`src/rtl/uart_rx_buf_ctrl_pkg.sv`:
```
`default_nettype none
// ============================================================================
// Module      : uart_rx_buf_ctrl_pkg
// Description : Shared defaults and width helper for the UART RX buffer path.
// Revision    : 1.0 - initial release
// ============================================================================
package uart_rx_buf_ctrl_pkg;

    localparam int c_DATA_W_DEFAULT = 8;
    localparam int c_DEPTH_DEFAULT  = 16;

    // Count must hold 0..DEPTH inclusive, hence one bit more than the pointer.
    function automatic int cnt_width(input int depth);
        return $clog2(depth) + 1;
    endfunction

endpackage
`default_nettype wire

```
`src/rtl/uart_rx_buf_ctrl_fifo.sv`:
```
`default_nettype none
// ============================================================================
// Module      : uart_rx_buf_ctrl_fifo
// Description : Synchronous first-word-fall-through FIFO with occupancy count.
// Revision    : 1.0 - initial release
// ============================================================================
module uart_rx_buf_ctrl_fifo
    import uart_rx_buf_ctrl_pkg::*;
#(
    parameter  int DATA_W = c_DATA_W_DEFAULT,
    parameter  int DEPTH  = c_DEPTH_DEFAULT,
    localparam int CNT_W  = cnt_width(DEPTH),
    localparam int PTR_W  = $clog2(DEPTH)
) (
    input  logic              CLK,
    input  logic              RST_n,
    input  logic              push,
    input  logic              pop,
    input  logic [DATA_W-1:0] wr_data,
    output logic [DATA_W-1:0] rd_data,
    output logic [CNT_W-1:0]  count,
    output logic [CNT_W-1:0]  count_next,
    output logic              full,
    output logic              empty
);

    localparam logic [CNT_W-1:0] c_FULL = CNT_W'(DEPTH);
    localparam logic [CNT_W-1:0] c_ONE  = CNT_W'(1);
    localparam logic [PTR_W-1:0] c_PTR1 = PTR_W'(1);

    logic [DATA_W-1:0] r_mem [DEPTH];
    logic [PTR_W-1:0]  r_wr_ptr;
    logic [PTR_W-1:0]  r_rd_ptr;
    logic [CNT_W-1:0]  r_count;
    logic [CNT_W-1:0]  w_count_next;

    always_comb begin
        w_count_next = r_count;
        case ({push, pop})
            2'b10:   w_count_next = r_count + c_ONE;
            2'b01:   w_count_next = r_count - c_ONE;
            default: w_count_next = r_count;
        endcase
    end

    // Storage is not reset; contents are meaningless while count is zero.
    always_ff @(posedge CLK) begin
        if (push) begin
            r_mem[r_wr_ptr] <= wr_data;
        end
    end

    always_ff @(posedge CLK or negedge RST_n) begin
        if (!RST_n) begin
            r_wr_ptr <= '0;
            r_rd_ptr <= '0;
            r_count  <= '0;
        end else begin
            if (push) r_wr_ptr <= r_wr_ptr + c_PTR1;
            if (pop)  r_rd_ptr <= r_rd_ptr + c_PTR1;
            r_count <= w_count_next;
        end
    end

    assign rd_data    = r_mem[r_rd_ptr];
    assign count      = r_count;
    assign count_next = w_count_next;
    assign full       = (r_count == c_FULL);
    assign empty      = (r_count == '0);

endmodule
`default_nettype wire

```
`src/rtl/uart_rx_buf_ctrl.sv`:
```
`default_nettype none
// ============================================================================
// Module      : uart_rx_buf_ctrl
// Description : UART RX buffer controller: FIFO, valid/ready output, RX throttle
//               and sticky overflow flag.
// Revision    : 1.0 - initial release
// ============================================================================
module uart_rx_buf_ctrl
    import uart_rx_buf_ctrl_pkg::*;
#(
    parameter  int DATA_W        = c_DATA_W_DEFAULT,
    parameter  int DEPTH         = c_DEPTH_DEFAULT,
    parameter  int PAUSE_ON_FULL = 1,
    localparam int CNT_W         = cnt_width(DEPTH)
) (
    input  logic              CLK,
    input  logic              RST_n,
    input  logic              Rx_Done_Sig,
    input  logic [DATA_W-1:0] Rx_Data,
    output logic              Rx_En_Sig,
    output logic [DATA_W-1:0] Out_Data,
    output logic              Out_Valid,
    input  logic              Out_Ready,
    output logic [CNT_W-1:0]  Fifo_Count,
    output logic              Overflow,
    input  logic              Clr_Ovf
);

    localparam logic [CNT_W-1:0] c_FULL = CNT_W'(DEPTH);

    logic             w_push;
    logic             w_pop;
    logic             w_full;
    logic             w_empty;
    logic             w_hold_full;
    logic             w_drop;
    logic [CNT_W-1:0] w_count_next;
    logic             r_rx_en;
    logic             r_overflow;

    assign w_pop  = ~w_empty & Out_Ready;
    // A simultaneous pop frees a slot, so a full FIFO can still accept the word.
    assign w_push = Rx_Done_Sig & (~w_full | w_pop);
    assign w_drop = Rx_Done_Sig & w_full & ~w_pop;

    uart_rx_buf_ctrl_fifo #(
        .DATA_W (DATA_W),
        .DEPTH  (DEPTH)
    ) u_fifo (
        .CLK        (CLK),
        .RST_n      (RST_n),
        .push       (w_push),
        .pop        (w_pop),
        .wr_data    (Rx_Data),
        .rd_data    (Out_Data),
        .count      (Fifo_Count),
        .count_next (w_count_next),
        .full       (w_full),
        .empty      (w_empty)
    );

    generate
        if (PAUSE_ON_FULL != 0) begin : g_pause_on_full
            assign w_hold_full = (w_count_next == c_FULL);
        end else begin : g_never_pause
            assign w_hold_full = 1'b0;
        end
    endgenerate

    // One-cycle re-arm gap after every completed word, plus optional back-pressure.
    always_ff @(posedge CLK or negedge RST_n) begin
        if (!RST_n) begin
            r_rx_en <= 1'b0;
        end else begin
            r_rx_en <= ~Rx_Done_Sig & ~w_hold_full;
        end
    end

    always_ff @(posedge CLK or negedge RST_n) begin
        if (!RST_n) begin
            r_overflow <= 1'b0;
        end else if (w_drop) begin
            r_overflow <= 1'b1;
        end else if (Clr_Ovf) begin
            r_overflow <= 1'b0;
        end
    end

    assign Rx_En_Sig = r_rx_en;
    assign Overflow  = r_overflow;
    assign Out_Valid = ~w_empty;

endmodule
`default_nettype wire
```
`config.mk`:
```
export PLATFORM = sky130hd
export DESIGN_NAME = uart_rx_buf_ctrl
export DESIGN_NICKNAME = d
export VERILOG_FILES = /design/src/rtl/uart_rx_buf_ctrl_pkg.sv /design/src/rtl/uart_rx_buf_ctrl_fifo.sv /design/src/rtl/uart_rx_buf_ctrl.sv
export SDC_FILE = /design/constraint.sdc
export NUM_CORES = 1
export LEC_CHECK = 0
export ABC_AREA = 1
export CORE_MARGIN = 4
export CORE_UTILIZATION = 50
export DETAILED_ROUTE_END_ITERATION = 8
export GPL_TIMING_DRIVEN = 0
export PLACE_DENSITY_LB_ADDON = 0.25
export SYNTH_ARGS = -nofsm -noshare
export SYNTH_HDL_FRONTEND = slang
export SYNTH_SLANG_ARGS = --single-unit
```
`constraint.sdc`:
```
create_clock -name CLK -period 2.6 [get_ports CLK]
set_clock_uncertainty 0.05 [all_clocks]
set_input_delay 0.26 -clock CLK [delete_from_list [all_inputs] [get_ports CLK]]
set_output_delay 0.26 -clock CLK [all_outputs]
set_load 0.01 [all_outputs]
```
* Word-level counts from Yosys, hierarchy flattened
Memories as Yosys holds them, arrays and structs flattened.
Cells that the tools add are included.
** Storage, ports and cells
- Bits in registers :: 15
- Bits in writable memories :: 128
- Input port bits :: 13
- Output and inout bits :: 16
- Word-level logic and storage cells :: 32
- Memories :: 1
** Operators by class
- Add/sub/neg operators :: 4
- Eq/ne operators :: 4
- Muxes and demuxes :: 5
- Bitwise operators :: 11
- Reduce and logical (&&, ||, !) cells :: 2
** Memories
- u_fifo.r_mem :: depth 16, width 8, read ports 1, clocked after Yosys merged registers in 0, write ports 1, line uart_rx_buf_ctrl_fifo.sv:31 : logic [DATA_W-1:0] r_mem [DEPTH];
** Operators with widths (count)
- $eq A5 B5 Y1 const B :: 2
- $pmux W5 S2 :: 1
- $add A4 B1 Y4 const B :: 2
- $add A5 B1 Y5 const B :: 1
- $and A1 B1 Y1 :: 5
- $logic_not A5 Y1 :: 1
- $not A1 Y1 :: 5
- $sub A5 B1 Y5 const B :: 1
- $mux W1 :: 4
- $eq A2 B1 Y1 const B :: 1
- $eq A2 B2 Y1 const B :: 1
- $reduce_bool A2 Y1 :: 1
- $or A1 B1 Y1 :: 1

* Logic depth before layout (Yosys ltp)
- Depth in word-level cells :: 10
- Depth in mapped cells :: 16
- Gate-level depth less buffers :: 16

* Modules after synthesis
Synthesis repeated with hierarchy kept, for this count alone.
** Second synthesis, totals
- Cells, all modules :: 539
- Area, all modules :: 6089.6 sq um
** Modules (own cells, without submodules)
- uart_rx_buf_ctrl_fifo :: instances 1, cells an instance 524, area each 5979.5 sq um, sequential area each 4169.0 sq um
- uart_rx_buf_ctrl :: instances 1, cells an instance 15, area each 110.1 sq um, sequential area each 50.0 sq um

* Least setup slack after synthesis
No wires, ideal clock.
- Path kind :: register -> register
- Start point :: register u_fifo.r_count[0], in the netlist u_fifo.count[0]
- End point :: register r_rx_en, in the netlist Rx_En_Sig
- Setup time :: 0.116 ns
- Arrival time :: 1.852 ns
- Required time :: 2.434 ns
- Slack :: 0.583 ns
- Cell stages (with the launch flop) :: 16
- Buffers on the path :: 0
- Clock period less this slack :: 2.017 ns
- Path through :: dfrtp_1 -> nor2_2 -> nand3_4 -> nand3_4 -> nand2_1 -> nand2_1 -> inv_1 -> ha_1 -> inv_1 -> nand2_1 -> o21ai_1 -> nand4_1 -> nand2_1 -> nand3_1 -> nor2_1 -> nor2_1
** On the way
- Longest elaborated chain between the ends :: 10
- Elaborated cells on any way between the ends :: 15
- Those cells by class :: add/sub: 2; eq/ne: 4; mux: 1; bitwise: 7; reduce/logical: 1
** Ends and longest elaborated chain
- start: declaration :: line uart_rx_buf_ctrl_fifo.sv:34 : logic [CNT_W-1:0] r_count;
- start signal: assignment :: line uart_rx_buf_ctrl_fifo.sv:61 : r_count <= w_count_next;
- $logic_not A5 Y1 * :: line uart_rx_buf_ctrl_fifo.sv:69 : assign empty = (r_count == '0);
- $not A1 Y1 *
- net Out_Valid :: line uart_rx_buf_ctrl.sv:22 : output logic Out_Valid,
- $and A1 B1 Y1 * :: line uart_rx_buf_ctrl.sv:41 : assign w_pop = ~w_empty & Out_Ready;
- $or A1 B1 Y1 :: line uart_rx_buf_ctrl.sv:43 : assign w_push = Rx_Done_Sig & (~w_full | w_pop);
- $and A1 B1 Y1 :: line uart_rx_buf_ctrl.sv:43
- $eq A2 B1 Y1 / $eq A2 B2 Y1 (equally long branches) :: line uart_rx_buf_ctrl_fifo.sv:39 : case ({push, pop})
- $pmux W5 S2 * :: line uart_rx_buf_ctrl_fifo.sv:39
- net u_fifo.count_next[4] :: line uart_rx_buf_ctrl_fifo.sv:22 : output logic [CNT_W-1:0] count_next,
- $eq A5 B5 Y1 * :: line uart_rx_buf_ctrl.sv:64 : assign w_hold_full = (w_count_next == c_FULL);
- $not A1 Y1 * :: line uart_rx_buf_ctrl.sv:75 : r_rx_en <= ~Rx_Done_Sig & ~w_hold_full;
- $and A1 B1 Y1 * :: line uart_rx_buf_ctrl.sv:75
- end signal: assignment :: line uart_rx_buf_ctrl.sv:75
- end: declaration :: line uart_rx_buf_ctrl.sv:38 : logic r_rx_en;
Mark *: on every way through the listed nets, which the timed path passes. The rest lies on a longest branch.
A chain may end at the register's enable or synchronous reset.

* Worst setup path in the final report
- Start point :: register u_fifo.r_rd_ptr[1]
- End point :: output Out_Data[4]
** On the way
- Longest elaborated chain between the ends :: 1
** Ends and longest elaborated chain
- start: declaration :: line uart_rx_buf_ctrl_fifo.sv:33 : logic [PTR_W-1:0] r_rd_ptr;
- start signal: assignment :: line uart_rx_buf_ctrl_fifo.sv:60 : if (pop) r_rd_ptr <= r_rd_ptr + c_PTR1;
- $mem_v2 Z16 W8
- end: declaration :: line uart_rx_buf_ctrl.sv:21 : output logic [DATA_W-1:0] Out_Data,
No other way between the ends.

==> reports/metrics.cfg <==
[worst_setup_path]
critPathKind=flip-flop to output pin
crit_fanout=10
slowest_stage=dfrtp_2
cp_cell_sequence=clkbuf_8 -> clkbuf_4 -> o21ai_0 -> o32ai_2 -> o211ai_1 -> nand2_1 -> dlygate4sd2_1
endpoint_kind=output pin
cpPeakStageDelay_ns=0.45
critPathLaunchType=flip-flop
worstPathArrival_ns=2.22
path_buf_inv=3
path_delay_family=buffers and inverters
cp_data_required_time_ns=2.29

[final_layout]
drive_above_1_share_pct=16.4
layout_common_cells=128 x edfxtp_1, 66 x nor2_1, 38 x nand2_1
layout_commonest_cell=edfxtp_1
fin_nets=507
antenna_cells=0
utilization_pct=62.8
syn_to_final_growth_pct=21.6

[cts]
cts_sinks=143
h-tree-depth=4
root_buffer=clkbuf_16
numCtsBuffers=17
cts_hold_buf=0
path_clk_slew_ns=0.06
clockBufferDepth=2
clk_latency_ns=0.42
cts_tree=done

[routing]
drt_iter0_drc=486
drc=0
drt-pass1-iter-count=6
final_antenna_net_count=0
top_layer=met4
drt-met1-wl_um=5880
wl_um=14200
met2_length_um=6710
vias_per_cell=5.93
post_drt_wl_per_cell_um=22.0
vias=3820
wl_met3_um=1160

[die]
die-area_um2=13700
die_w_um=117
die_h_um=117
std_cell_rows=39
start_util_pct=51.7
coreArea_um2=11500
ios=29

[sta]
period_share_pct=97.2
worst_slew_pin_slew_ns=0.881
clock.fmax_mhz=396
setup_viol=0
rsz0062_at_grt=false
maxSlewHeadroom_pct=41.0
finalHoldViolations=0
drv_slew=0
setup_tns_ns=0
min_period_ns=2.53
whs_ns=0.255

[status]
status=finished clean

[placed_design]
hpwl_um=9070
port_buffers=28
gp_congestion=0.929

[power]
p_seq_share_pct=34.9
combPwrFrac_pct=36.6
peakVddDrop_mv=0.713
switching_share_pct=35.0
p_int_uw=5610
power.switching_uw=3020
clock_power_share_pct=28.6
leakagePower_uw=0.00261
powerDensity_nw_per_um2=1190

[min_path]
hp-class=input pin to async pin

[yosys]
netlist.area_leader.share_pct=64.6
synth_seq_cells=143
synth_fp_nets=459
synthTopCellsByArea=edfxtp_1 65%, dfrtp_1 6.3%, mux2i_1 4.2%
synth.avg_cell_area_um2=13.5
synthCells=440
synth_area_um2=5950
synth_largest_area_cell=edfxtp_1
synth_cell_types=32
ys_warn_count=0
synth_seq_area_share_pct=70.9

[grt]
antenna_found_initial=0
grt_overflow=0
grt_max_degree=17
first_global_vias=3880
grt_pass1_wl_um=21500
grt_usage_pct=22.0

[flow_run]
max_cap_viol_count=0

==> metrics by stage <==
stage	worst slack (ns)	instance area (um2)	cells	total power [uW]
6_report	0.0739	7240	644	8630
5_1_grt	0.0494	7240	644	9010
4_1_cts	-0.0694	7220	644	8630
3_5_place_dp	-0.277	6410	611	5880
3_3_place_gp	-0.272	6410	611	5810
2_1_floorplan	0.583	5950	440	4720
==> synth_stat cells, drive strengths merged <==
master / instances
edfxtp: 128
nand4: 6
buf: 6
nor2: 70
o32ai: 7
dfrtp: 15
clkinv: 2
o211ai: 7
o221ai: 25
xor2: 7
nand3: 19
o21ai: 36
or2: 1
ha: 6
o21bai: 1
nand2: 42
mux2i: 25
o22ai: 1
inv: 20
clkbuf: 16
==> power groups by stage <==
stage	registers, uW	logic, uW	clock network (uW)
detailed placement	3020	2870	0
global placement	3000	2810	0
global route	3040	3390	2590
CTS	3000	3130	2490
floorplan	3000	1720	0
finish	3010	3150	2460
==> layer usage <==
metal | track usage, % | vias up
met5 | 0 | -
met4 | 9.71 | 0
met3 | 6.89 | 38
met2 | 34.5 | 186
met1 | 28.5 | 1862
li1 | - | 1734
==> timing repair <==
item,in CTS,in global routing
endpoints found under the setup margin,8,2
setup buffers,2,0
pin swaps,5,1
gates resized for setup,65,3
==> cells by family (layout without fill, tap and decap cells) <==
logic type	count (synthesis)	in the layout	share of synthesized area (%)
DFF	143	143	70.9
AOI/OAI and AO/OA	77	77	8.91
buffers and inverters	44	105	2.86
adders and majority gates	6	6	1.26
and+or+nand+nor	138	138	10.7
muxes	25	25	4.20
xor gates and xnor gates	7	7	1.16
==> worst register-to-register path, stage by stage, from the launching register on <==
cell	delay (ns)
dfrtp_1	0.49
nor2_2	0.10
nand3_2	0.10
inv_2	0.06
nor2_8	0.16
nand2_1	0.20
nor2_1	0.72
==> path summary, 6_finish.rpt <==
kind | startpoint | endpoint | slack, ns | cells after the start
max reg2reg | u_fifo.count[0] | u_fifo.r_mem[13][6] | 0.34 | 6
max | u_fifo.r_rd_ptr[1] | Out_Data[4] | 0.07 | 7
max in group asynchronous | RST_n | u_fifo.r_rd_ptr[1] | 1.70 | 1
min reg2reg | u_fifo.count[4] | u_fifo.count[4] | 0.48 | 2
min | RST_n | u_fifo.r_rd_ptr[0] | 0.26 | 1
min in group CLK | Clr_Ovf | Overflow | 0.37 | 2
==> final cells by class <==
| cell class | instances | area [um2] |
|---|---|---|
| Fill cell | 828 | 4280 |
| Sequential cell | 143 | 4220 |
| Multi-Input combinational cell | 253 | 1660 |
| Clock buffer | 19 | 433 |
| Timing Repair Buffer | 30 | 293 |
| Buffer | 21 | 200 |
| Tap cell | 143 | 179 |
| Clock inverter | 13 | 170 |
| Inverter | 22 | 83.8 |
==> registers in the layout, summed over array words and instances (netlist names) <==
register and cells:
u_fifo.count 5, Rx_En_Sig 1, u_fifo.r_rd_ptr 4, u_fifo.r_wr_ptr 4, Overflow 1, u_fifo.r_mem 128
Note: power is estimated with default switching activity, not from simulation.
